--- config.mk ---
export PLATFORM = sky130hd
export DESIGN_NAME = dm_cache_ctrl
export DESIGN_NICKNAME = d
export VERILOG_FILES = /design/src/rtl/dm_cache_ctrl.sv
export SDC_FILE = /design/constraint.sdc
export NUM_CORES = 2
export LEC_CHECK = 0
export BUFFER_PORTS_ARGS = -buffer_cell sky130_fd_sc_hd__clkbuf_2
export CORE_MARGIN = 4
export CORE_UTILIZATION = 45
export DETAILED_ROUTE_END_ITERATION = 8
export SLEW_MARGIN = 15
export SYNTH_ARGS = -nofsm -noshare
export SYNTH_HDL_FRONTEND = slang
export SYNTH_MEMORY_MAX_BITS = 65536
export SYNTH_SLANG_ARGS = --single-unit
--- constraint.sdc ---
create_clock -name clk -period 11.9 [get_ports clk]
set_input_delay 1.785 -clock clk [delete_from_list [all_inputs] [get_ports clk]]
set_output_delay 1.785 -clock clk [all_outputs]
set_load 0.02 [all_outputs]
--- src/rtl/dm_cache_ctrl.sv ---
// rtl/dm_cache_ctrl.sv - direct-mapped write-back write-allocate data cache with miss FSM
module dm_cache_ctrl #(
    parameter  int LINES           = 8,
    parameter  int WORDS_PER_BLOCK = 16,
    localparam int IDX_W           = $clog2(LINES),
    localparam int OFF_W           = $clog2(WORDS_PER_BLOCK),
    localparam int BLK_W           = 32 * WORDS_PER_BLOCK,
    localparam int TAG_W           = 30 - OFF_W - IDX_W
) (
    input  logic             clk,
    input  logic             rst,
    input  logic             cpu_req,
    input  logic             cpu_we,
    input  logic [31:0]      cpu_addr,
    input  logic [31:0]      cpu_wdata,
    output logic [31:0]      cpu_rdata,
    output logic             cpu_ready,
    output logic             mem_req,
    output logic             mem_we,
    output logic [31:0]      mem_addr,
    output logic [BLK_W-1:0] mem_wdata,
    input  logic [BLK_W-1:0] mem_rdata,
    input  logic             mem_ack,
    output logic [31:0]      hit_cnt,
    output logic [31:0]      miss_cnt
);

    typedef enum logic [1:0] {
        S_IDLE,
        S_COMPARE,
        S_WRITEBACK,
        S_REFILL
    } state_t;

    state_t state, state_nxt;

    logic [29:0]      req_addr;
    logic             req_we;
    logic [31:0]      req_wdata;
    logic             miss_seen;

    logic [LINES-1:0] valid;
    logic [LINES-1:0] dirty;
    logic [TAG_W-1:0] tag_arr  [LINES];
    logic [BLK_W-1:0] data_arr [LINES];

    logic [OFF_W-1:0] req_off;
    logic [IDX_W-1:0] req_idx;
    logic [TAG_W-1:0] req_tag;
    logic [BLK_W-1:0] cur_blk;
    logic [31:0]      cur_word;
    logic             hit;
    logic             unused_addr_bits;

    // Byte-lane bits never matter for word accesses.
    assign unused_addr_bits = ^cpu_addr[1:0];

    assign req_off  = req_addr[OFF_W-1:0];
    assign req_idx  = req_addr[OFF_W+IDX_W-1:OFF_W];
    assign req_tag  = req_addr[29:OFF_W+IDX_W];
    assign cur_blk  = data_arr[req_idx];
    assign cur_word = cur_blk[{req_off, 5'b0} +: 32];
    assign hit      = valid[req_idx] && (tag_arr[req_idx] == req_tag);

    always_comb begin
        state_nxt = state;
        cpu_ready = 1'b0;
        cpu_rdata = 32'd0;
        mem_req   = 1'b0;
        mem_we    = 1'b0;
        mem_addr  = 32'd0;
        mem_wdata = '0;
        case (state)
            S_IDLE: begin
                if (cpu_req) state_nxt = S_COMPARE;
            end
            S_COMPARE: begin
                if (hit) begin
                    cpu_ready = 1'b1;
                    if (!req_we) cpu_rdata = cur_word;
                    state_nxt = S_IDLE;
                end else if (valid[req_idx] && dirty[req_idx]) begin
                    state_nxt = S_WRITEBACK;
                end else begin
                    state_nxt = S_REFILL;
                end
            end
            S_WRITEBACK: begin
                mem_req   = 1'b1;
                mem_we    = 1'b1;
                mem_addr  = {tag_arr[req_idx], req_idx, {(OFF_W+2){1'b0}}};
                mem_wdata = cur_blk;
                if (mem_ack) state_nxt = S_REFILL;
            end
            S_REFILL: begin
                mem_req  = 1'b1;
                mem_addr = {req_tag, req_idx, {(OFF_W+2){1'b0}}};
                if (mem_ack) state_nxt = S_COMPARE;
            end
            default: state_nxt = S_IDLE;
        endcase
    end

    always_ff @(posedge clk) begin
        if (!rst) begin
            state     <= S_IDLE;
            valid     <= '0;
            dirty     <= '0;
            hit_cnt   <= 32'd0;
            miss_cnt  <= 32'd0;
            miss_seen <= 1'b0;
            req_addr  <= 30'd0;
            req_we    <= 1'b0;
            req_wdata <= 32'd0;
        end else begin
            state <= state_nxt;
            case (state)
                S_IDLE: begin
                    if (cpu_req) begin
                        req_addr  <= cpu_addr[31:2];
                        req_we    <= cpu_we;
                        req_wdata <= cpu_wdata;
                    end
                end
                S_COMPARE: begin
                    if (hit) begin
                        hit_cnt   <= hit_cnt + 32'd1;
                        miss_seen <= 1'b0;
                        if (req_we) dirty[req_idx] <= 1'b1;
                    end else if (!miss_seen) begin
                        // The post-refill COMPARE must not count the same request twice.
                        miss_cnt  <= miss_cnt + 32'd1;
                        miss_seen <= 1'b1;
                    end
                end
                S_WRITEBACK: begin
                    if (mem_ack) dirty[req_idx] <= 1'b0;
                end
                S_REFILL: begin
                    if (mem_ack) begin
                        valid[req_idx] <= 1'b1;
                        dirty[req_idx] <= 1'b0;
                    end
                end
                default: ;
            endcase
        end
    end

    // Tag and data contents are meaningless until valid is set, so they carry no reset.
    always_ff @(posedge clk) begin
        if (rst) begin
            if (state == S_COMPARE && hit && req_we)
                data_arr[req_idx][{req_off, 5'b0} +: 32] <= req_wdata;
            if (state == S_REFILL && mem_ack) begin
                data_arr[req_idx] <= mem_rdata;
                tag_arr[req_idx]  <= req_tag;
            end
        end
    end

endmodule
* After elaboration in Yosys (flattened, before gate mapping)
Memory sizes are Yosys's and may differ from the RTL's. A register that Yosys moved wholly into a read port is not among the register bits. Index checks and enable logic that the tools add are counted.
Cells by class: reductions and logical operators 15, eq/ne operators 10, $lt $le $gt $ge 2, add/sub/neg operators 3, bitwise operators 518, shifts and indexed selects 3, multiplexer cells 548
Operators by type and width (count):
- 512-bit 2-to-1 mux | 2
- 1-bit 2-to-1 mux | 526
- 1-bit bitwise OR | 512
- 32-bit by 11-bit variable shift with 512-bit output (first input constant) | 1
- 32-bit by 11-bit indexed part select with 512-bit output | 1
- 512-bit by 10-bit indexed part select with 32-bit output | 1
- 32-bit 2-to-1 mux | 3
- 32-bit by 1-bit adder with 32-bit output (second input constant) | 2
- 32-bit case mux with 2 select lines | 1
- 8-bit 2-to-1 mux | 3
- 23-bit equality test | 1
- 8-bit bitwise OR | 2
- 8-bit case mux with 2 select lines | 1
- 3-bit 2-to-1 mux | 4
- 9-bit negator with 11-bit output | 1
- 2-bit != test (second input constant) | 5
- 8-bit bitwise AND | 1
- 2-bit 2-to-1 mux | 4
- 8-bit NOT | 1
- 2-bit case mux with 4 select lines | 1
- 1-bit binary-select mux with 3-bit select | 2
- 1-bit logical AND | 6
- 2-bit AND reduction | 3
- 3-bit AND reduction | 2
- other kinds (11) | 13
Word-level totals: output and inout bits 643, memories kept 2, bits of input ports 581, RAM bits 4280, bits in registers 146
Memories:
- data_arr | depth 8, bits a word 512, rd ports 1, clocked after Yosys merged registers in 1, write ports 1, line 45 | logic [BLK_W-1:0] data_arr [LINES];
- tag_arr | depth 8, bits a word 23, rd ports 1, clocked after Yosys merged registers in 1, write ports 1, line 44 | logic [TAG_W-1:0] tag_arr [LINES];

* Longest topological paths before layout
depth in word-level cells 9, mapped depth 14, mapped depth without buffers 9

* Worst setup path before layout
OpenSTA, ideal clock, no wires.
path type reg-to-output, from register with a tool-made name, to output port cpu_rdata[1], stages on the path, launching flop included 12, slack 6.648 ns, data required time 10.115 ns, arrival 3.467 ns, cell sequence dfxtp_1 buf_6 buf_4 mux4_2 mux2i_1 xor2_1 nand4_1 nor4_4 nand4_1 or2_1 buf_2 a2111oi_1
RTL lines:
- end, declared | line 16 | output logic [31:0] cpu_rdata,

==> impl_results.md <==
- Max_slew headroom: 9.66%
- Final wirelength: 689 mm
- CTS Sinks: 4,429
- First-pass GRT wire length: 911 mm
- Sw power: 8.71 mW
- DRC Markers: 0
- Commonest cells post-synth: edfxtp_1, mux4_2, nor2_1, nand2_1, mux2i_1
- Starting density of the core: 45.2%
- Crit Path Max Fanout: 86
- Total CTS buffers: 448
- CTS tree: done
- Net Sw Frac: 25.1%
- Die extent in y: 639 um
- Area leader, netlist: edfxtp_1
- Total of max-cap violations: 0
- Fin Clk Skew: 0.0575 ns
- Number of synthesized flops with an enable pin: 4,280
- Worst Reg-to-Reg Cells: 11
- Core Rows: 231
- Sequential fraction of the synthesis area: 73.3%
- Share of layout cells above drive strength 1: 32.4%
- Post-synth ARST share: 0%
- CP peak stage delay: 0.92 ns
- Hold/Removal Path Class: reg -> reg
- Synth warnings: 0
- Placeable Area: 0.396 mm^2
- Pins Over Slew Limit: 0
- Dominant cells by area after synthesis: edfxtp_1, mux4_2, mux2i_1, dfxtp_1, nor2_1
- Largest net degree at the start of global routing: 121
- Crit Path Class: reg -> out
- Syn Area/Cell: 19.0 um^2
- Top-area cell type share of the netlist area: 71.7%
- Post-CTS Setup Bufs: 0
- Minimum clock period: 8.82 ns
- Fin area: 0.208 mm^2
- Synth Flop Type: edfxtp_1
- Clock Path Buffers: 4
- #FFs+latches synth: 4,429
- Hold path endpoint: valid[3]$_SDFFE_PN0P_
- Final antenna-violating net count: 0
- Crit path DAT: 7.03 ns
- Via/cell ratio: 6.42
- IO buf count: 1,215
- Maximum VDD drop: 0.000133 V
- Comb pwr share: 9.9%
- Synthesized cell area: 0.179 mm^2
- GRT overflow: 0
- Slowest CP cell: a21oi_1
- Worst-skew pair later-pin latency: 1.02 ns
- Post-Synthesis Cells: 9,435
- Root buf cell: clkbuf_16
- Drt pass-1 iters: 6
- Unrepaired setup endpoints after global routing: false
- H-tree Lvls: 5
- Most frequent cell after synthesis: edfxtp_1
- Placed Area: 0.193 mm^2
- Status: completed
- Wirelength per Cell: 41.7 um
- Hold Startpoint: valid[3]$_SDFFE_PN0P_
- 1st-iter DRT viols: 15,000
- Clk network pwr share: 40.8%
- Leakage Power: 58.0 nW
- Worst hold stages: 1
- Setup crit start kind: flop
- Worst-Margin Slew: 1.32 ns
- Clk slew on worst S/H paths: 0.06 ns
- Setup TNS: 0 ns
- Total die area: 0.409 mm^2
- Final #Nets: 11,400
- Worst path cell trace: buf_12 -> buf_12 -> buf_4 -> mux4_2 -> mux2i_1 -> mux4_2 -> nand2_1 -> a21oi_1 -> a2111oi_2 -> clkbuf_2
- Reg2reg setup slack: 5.71 ns
- Setup Viol. Count Final: 0
- Hold_buf cts: 0
- Critical path capture point type: primary output
- RD Place Congestion: 0.860
- Vias in the first global route: 102,000
- Hpwl dp: 452 mm
- Pwr/cell area: 167 mW/mm^2
- Pint: 26.0 mW
- I/O pin cnt: 1,224
- F_max: 113 MHz
- Flop pwr share: 49.3%
- Data required, critical path: 10.12 ns
- R2R Path End: data_arr[6][243]$_DFFE_PP_
- Via count: 106,000
- Final period util: 74.1%
- Total power: 34.7 mW
- Die width: 639 um
- Area delta synth->final: 16.1%
- GRT Util Overall: 33.2%
- Final Hold Violating Endpoints: 0
- Initial antenna violation count: 124
- CTS resizes: 0
- Synth unique cells: 70
## stage by stage
stage	utilization [%]	hold WS (ns)	instances	setup WS (ns)
floorplan	-	0.421	9440	6.65
global placement	48.8	0.430	15600	4.24
detailed placement	48.8	0.437	15600	4.23
CTS	52.5	0.452	16400	3.12
global route	52.5	0.473	16400	2.70
finish	52.5	0.454	16500	3.08
## worst max path at each step
stage,start,endpoint,slack [ns],cells past startpoint
after CTS,flop,cpu_rdata[26],3.12,10
after floorplan,flop,cpu_rdata[1],6.65,11
final,flop,cpu_rdata[26],3.08,10
after detailed placement,flop,cpu_rdata[26],4.23,10
after global placement,flop,cpu_rdata[26],4.24,10
after global routing,flop,cpu_rdata[27],2.70,10
## worst max-delay path: cells and delay by family (launching register included)
| family | cells | cell delay [ns] |
|---|---|---|
| AO/OA/AOI/OAI | 2 | 1.15 |
| AND/OR/NAND/NOR | 1 | 0.09 |
| flip-flops | 1 | 0.82 |
| buffers and inverters | 4 | 2.08 |
| multiplexers | 3 | 1.45 |
## kinds of logic (layout without fill, tap and decap cells)
group                      after synthesis  in the layout  share of synthesized area, %
AOI/OAI and AO/OA                      923            923                          3.38
xor gates and xnor gates                17             17                        0.0830
buffers and inverters                  667           2398                          1.60
adders and majority gates                9              9                        0.0628
DFF                                   4429           4429                          73.3
and+or+nand+nor                       1639           1639                          3.82
other                                    1            112                       0.00209
muxes                                 1750           1750                          17.7
## power groups by stage
stage | Clock (mW) | Sequential [mW] | Combinational [mW]
after floorplan | 0 | 17.3 | 1.74
after global routing | 14.9 | 17.1 | 3.49
after global placement | 0 | 17.5 | 3.37
final | 14.2 | 17.1 | 3.42
after CTS | 14.3 | 17.1 | 3.40
after detailed placement | 0 | 17.5 | 3.39
## state kept, by name, summed over array words and instances (netlist names), named ones only
register / flops
req_wdata: 32
tag_arr: 184
valid: 8
data_arr: 4096
miss_seen: 1
req_we: 1
req_addr: 30
hit_cnt: 32
miss_cnt: 32
state: 2
## placed cells by master, fill, tap and decap left out, drive strengths merged, types with 16 or more instances in the layout
cell,count
nor2b,20
mux2,30
inv,35
nor4,21
nand2,662
or3,22
nor2,713
dfxtp,149
nand3,39
a21oi,192
a31oi,22
nand2b,29
or4,26
o21ai,308
bufinv,47
o31ai,31
nor3,16
diode,106
clkinv,214
mux4,1134
and2,29
a22o,264
edfxtp,4280
clkbuf,1764
nand4,16
mux2i,586
buf,326
## cell type report
cell class                      instances  area, um^2
Antenna cell                          106         265
Inverter                               24         111
Multi-Input combinational cell       4344       46300
Clock inverter                        284        2850
Clock buffer                          549       11800
Fill cell                           31500      188000
Sequential cell                      4429      132000
Tap cell                             5242        6560
Timing Repair Buffer                 1541        8750
## metal layers
layer	wire [um]	vias to the layer above	GRT usage (%)
met4	54200	80	21.5
met3	81600	1353	8.96
met2	315000	7141	50.3
met5	504	-	0
met1	239000	56300	42.3
li1	-	41200	-
No activity file was read; power rests on OpenSTA's default activity.
